==> config.mk <==
export PLATFORM = sky130hd
export DESIGN_NAME = serial_adder_n
export DESIGN_NICKNAME = d
export VERILOG_FILES = /design/src/rtl/serial_adder_n.sv
export SDC_FILE = /design/constraint.sdc
export NUM_CORES = 1
export LEC_CHECK = 0
export ABC_AREA = 0
export BUFFER_PORTS_ARGS = -buffer_cell sky130_fd_sc_hd__buf_4
export CAP_MARGIN = 15
export CORE_AREA = 2 2 69 71
export DETAILED_ROUTE_END_ITERATION = 10
export DIE_AREA = 0 0 71 73
export MAX_ROUTING_LAYER = met4
export SYNTH_ARGS = -nofsm -noshare
export SYNTH_HDL_FRONTEND = slang
export SYNTH_SLANG_ARGS = --single-unit
==> constraint.sdc <==
create_clock -name clk -period 1.4 [get_ports clk]
set_input_delay 0.07 -clock clk [delete_from_list [all_inputs] [get_ports clk]]
set_output_delay 0.07 -clock clk [all_outputs]
set_load 0.005 [all_outputs]
==> src/rtl/serial_adder_n.sv <==
// rtl/serial_adder_n.sv - bit-serial WIDTH-bit adder, LSB first, one full-adder cell
// Optional feature: define SERIAL_SUB_EN to add the sub port (a - b via ~b and carry-in 1).
module serial_adder_n #(
  parameter int WIDTH = 8
) (
  input  logic             clk,
  input  logic             rst_n,
  input  logic             start,
  input  logic [WIDTH-1:0] a,
  input  logic [WIDTH-1:0] b,
  input  logic             cin,
`ifdef SERIAL_SUB_EN
  input  logic             sub,
`endif
  output logic             busy,
  output logic             done,
  output logic [WIDTH-1:0] sum,
  output logic             cout,
  output logic             ovf
);

  localparam int CW = $clog2(WIDTH + 1);
  localparam logic [CW-1:0] LAST_BIT = CW'(WIDTH - 1);

  typedef enum logic [1:0] {
    IDLE   = 2'd0,
    RUN    = 2'd1,
    DONE_S = 2'd2
  } state_t;

  state_t           state;
  logic [WIDTH-1:0] a_sr;
  logic [WIDTH-1:0] b_sr;
  logic             carry;
  logic [CW-1:0]    cnt;

  logic [WIDTH-1:0] b_load;
  logic             c_load;
  logic             fa_x;
  logic             fa_y;
  logic             fa_s;
  logic             fa_c;

  // Operand B and carry-in as they are captured on an accepted start
  always_comb begin
    b_load = b;
    c_load = cin;
`ifdef SERIAL_SUB_EN
    if (sub) begin
      b_load = ~b;
      c_load = 1'b1;
    end
`endif
  end

  // The single full-adder cell, fed from the low end of the operand shifters
  assign fa_x = a_sr[0];
  assign fa_y = b_sr[0];
  assign fa_s = fa_x ^ fa_y ^ carry;
  assign fa_c = (fa_x & fa_y) | (fa_x & carry) | (fa_y & carry);

  // Control FSM and datapath registers; outputs are registered
  always_ff @(posedge clk or negedge rst_n) begin
    if (!rst_n) begin
      state <= IDLE;
      a_sr  <= '0;
      b_sr  <= '0;
      carry <= 1'b0;
      cnt   <= '0;
      sum   <= '0;
      cout  <= 1'b0;
      ovf   <= 1'b0;
      busy  <= 1'b0;
      done  <= 1'b0;
    end else begin
      case (state)
        IDLE: begin
          done <= 1'b0;
          if (start) begin
            a_sr  <= a;
            b_sr  <= b_load;
            carry <= c_load;
            cnt   <= '0;
            busy  <= 1'b1;
            state <= RUN;
          end
        end
        RUN: begin
          a_sr  <= a_sr >> 1;
          b_sr  <= b_sr >> 1;
          sum   <= {fa_s, sum[WIDTH-1:1]};
          carry <= fa_c;
          cnt   <= cnt + CW'(1);
          if (cnt == LAST_BIT) begin
            // carry still holds the carry into the MSB at this point
            cout  <= fa_c;
            ovf   <= carry ^ fa_c;
            busy  <= 1'b0;
            done  <= 1'b1;
            state <= DONE_S;
          end
        end
        DONE_S: begin
          done  <= 1'b0;
          state <= IDLE;
        end
        default: begin
          busy  <= 1'b0;
          done  <= 1'b0;
          state <= IDLE;
        end
      endcase
    end
  end

endmodule
==> flow_metrics.tcl <==
set metrics [dict create \
    fmax_mhz 740 \
    port_buffers 31 \
    status "complete, no violations" \
    critPathBufInv 0 \
    htree_levels 2 \
    post_cts_buffers 0 \
    area_growth_pct 23.4 \
    drive_above_1_share_pct 35.1 \
    netlist_instances 166 \
    cp_max_fo 3 \
    grt_pass1_vias 1342 \
    total_power_mw 4.49 \
    dr.pass1.iters 4 \
    placementRows 25 \
    grtUsageTotal_pct 15.8 \
    drt_iter0_drc 108 \
    ys_warn_count 0 \
    drc_errors 0 \
    rrSetupSlack_ns 0.05 \
    dieArea_um2 5180 \
    dpl.hpwl_mm 2.65 \
    peakVddDrop_uv 763 \
    clk_pin_slew_ns 0.07 \
    cts_max_path_buffers 2 \
    grt_max_degree 36 \
    reg2regPathDepth 4 \
    n_antenna_cell 0 \
    finalCritPeriodShare_pct 96.5 \
    hold_path_class "input port to register" \
    worst_ep_arrival_time_ns 1.52 \
    synthDistinctLibCells 31 \
    cts_sinks 35 \
    cts_root_buf "clkbuf_8" \
    required_ns 1.56 \
    wl_per_cell_um 14.6 \
    crit_chain "ha_2, and3b_4, and2_4, mux2_4" \
    worstSetupStartpointType "register" \
    grt_overflow 0 \
    setup_viol 0 \
    start_util_pct 38.2 \
    maxCapViolCount 0 \
    tns_ns 0 \
    maxSlewViolCount 0 \
    synthesis.nets 188 \
    synthesis.area_per_instance_um2 10.4 \
    worstSetupEndpoint "cout" \
    fin_crit_ns 1.35 \
    p_leak_nw 1.01 \
    r2r-start "cnt[1]" \
    max_stage_delay_ns 0.41 \
    worst-path-stages 4 \
    ys_ff_latch 35 \
    vias 1366 \
    drt_wl_total_mm 3.77 \
    crit_family "flip-flops" \
    hold_violations 0 \
    synth_area_um2 1730 \
    nFillCells 449 \
    crit_type "register to register" \
    worstSetupEndpointType "register" \
    cp_slowest_cell "dfrtp_1" \
    core_area_um2 4540 \
    grt_setup_unrepaired "no" \
    tightest_slew_ns 0.462 \
    gp_congestion 0.789 \
    clkLatencyLatePin_ns 0.28 \
    cts_tree "built" \
    crit_start "cnt[1]" \
    die_w_um 71 \
    grt_pass1_wl_mm 6.20 \
    skew_ns 0.00203 \
    antenna_found_initial 0 \
    die_h_um 73 \
    avgViaCountPerCell 5.27 \
    timing.slew.headroom_pct 69.2 \
    whs_path_depth 3 \
    regToRegEndpoint "cout" \
    yosysSeqAreaShare_pct 50.6 \
    nNetsFinal 226 \
    ios 32 \
    numCtsBuffers 5 \
    power_density_nw_per_um2 2100 \
    antenna_left 0 \
]
## repair_timing
action	4_1_cts	5_1_grt
hold buffers	1	0
gates resized for setup	0	1
setup endpoints to repair	0	1
hold endpoints to repair	35	0
## cells in the mapped netlist, drive strengths merged
master,n,area share [%]
and2b,8,3.5
clkbuf,2,0.43
xnor2,1,0.51
o311ai,1,0.51
and3b,1,0.72
ha,1,0.72
fa,1,1.2
nand2,28,6.1
a22oi,15,6.5
inv,1,0.22
o32ai,1,0.51
a21oi,20,7.7
and2,1,0.51
o21bai,1,0.43
a22o,2,1.0
nand3,2,0.58
nand2b,1,0.36
o21ai,18,7.2
mux2,2,1.5
buf,9,4.3
dfrtp,35,51
nor2,4,1.0
nor2b,11,4.0
## worst min-delay path by stage
stage	from	slack, ns	to
floorplan	rst_n	-0.23	a_sr[0]
global placement	rst_n	0.05	b_sr[1]
detailed placement	rst_n	0.06	b_sr[1]
CTS	a[7]	0.03	a_sr[7]
global route	a[6]	0.04	a_sr[6]
finish	a[7]	0.04	a_sr[7]
## worst min-delay path: cells and delay by family
| kind | cells | cell delay, ns |
|---|---|---|
| AO/OA/AOI/OAI | 2 | 0.13 |
| buffers and inverters | 1 | 0.08 |
## per-stage QoR
| step | utilization (%) | cell area, um2 | cells | hold slack (ns) | setup WS, ns |
|---|---|---|---|---|---|
| after floorplan | - | 1730 | 166 | -0.226 | 0.0432 |
| after global placement | 44.6 | 2020 | 250 | 0.0479 | 0.0787 |
| after detailed placement | 44.6 | 2020 | 250 | 0.0574 | 0.0293 |
| after CTS | 47.1 | 2130 | 259 | 0.0315 | 0.0108 |
| after global routing | 47.1 | 2140 | 259 | 0.0377 | 0.00405 |
| final | 47.1 | 2140 | 259 | 0.0402 | 0.0486 |
## layer usage
| metal | GRT usage (%) | vias to the layer above | share of wire, % |
|---|---|---|---|
| li1 | - | 659 | - |
| met1 | 18.6 | 673 | 44 |
| met2 | 26.7 | 30 | 52 |
| met3 | 4.56 | 4 | 3.9 |
| met4 | 4.40 | 0 | 0.74 |
| met5 | - | - | 0 |
## placed cells by master (no fill, tap or decap), types with 2 or more instances in the layout
| cell | instances |
|---|---|
| a22oi_1 | 15 |
| nand2_1 | 28 |
| and2b_1 | 8 |
| o21ai_2 | 9 |
| nand3_1 | 2 |
| dfrtp_1 | 35 |
| nor2b_1 | 11 |
| a21oi_1 | 11 |
| clkbuf_8 | 7 |
| nor2_1 | 3 |
| a21oi_2 | 9 |
| a22o_1 | 2 |
| o21ai_0 | 8 |
| buf_4 | 41 |
## state kept, by name (all words and copies together) (netlist names)
| name | count |
|---|---|
| ovf | 1 |
| a_sr | 8 |
| done | 1 |
| carry | 1 |
| cnt | 4 |
| sum | 8 |
| b_sr | 8 |
| state | 2 |
| cout | 1 |
| busy | 1 |
## logic make-up after synthesis
| logic type | after synthesis | share of synthesized area, % |
|---|---|---|
| AOI/OAI and AO/OA | 58 | 23.8 |
| muxes | 2 | 1.52 |
| and+or+nand+nor | 56 | 16.7 |
| adders and majority gates | 2 | 1.88 |
| DFF | 35 | 50.6 |
| xor gates and xnor gates | 1 | 0.506 |
| buffers and inverters | 12 | 4.99 |
## area by class of cell
class / count / area, um2 / area share [%]
flip-flops and latches: 35 / 876 / 41.0
repair buffers: 42 / 318 / 14.9
well taps: 54 / 67.6 / 3.16
clock buffers: 8 / 100 / 4.68
multi-input cells: 119 / 772 / 36.1
inverters: 1 / 3.75 / 0.176
## power by group
group | switching [mW] | internal [mW]
registers | 0.328 | 1.43
logic | 0.995 | 0.944
clock network | 0.342 | 0.449
(Power assumes the default switching activity.)
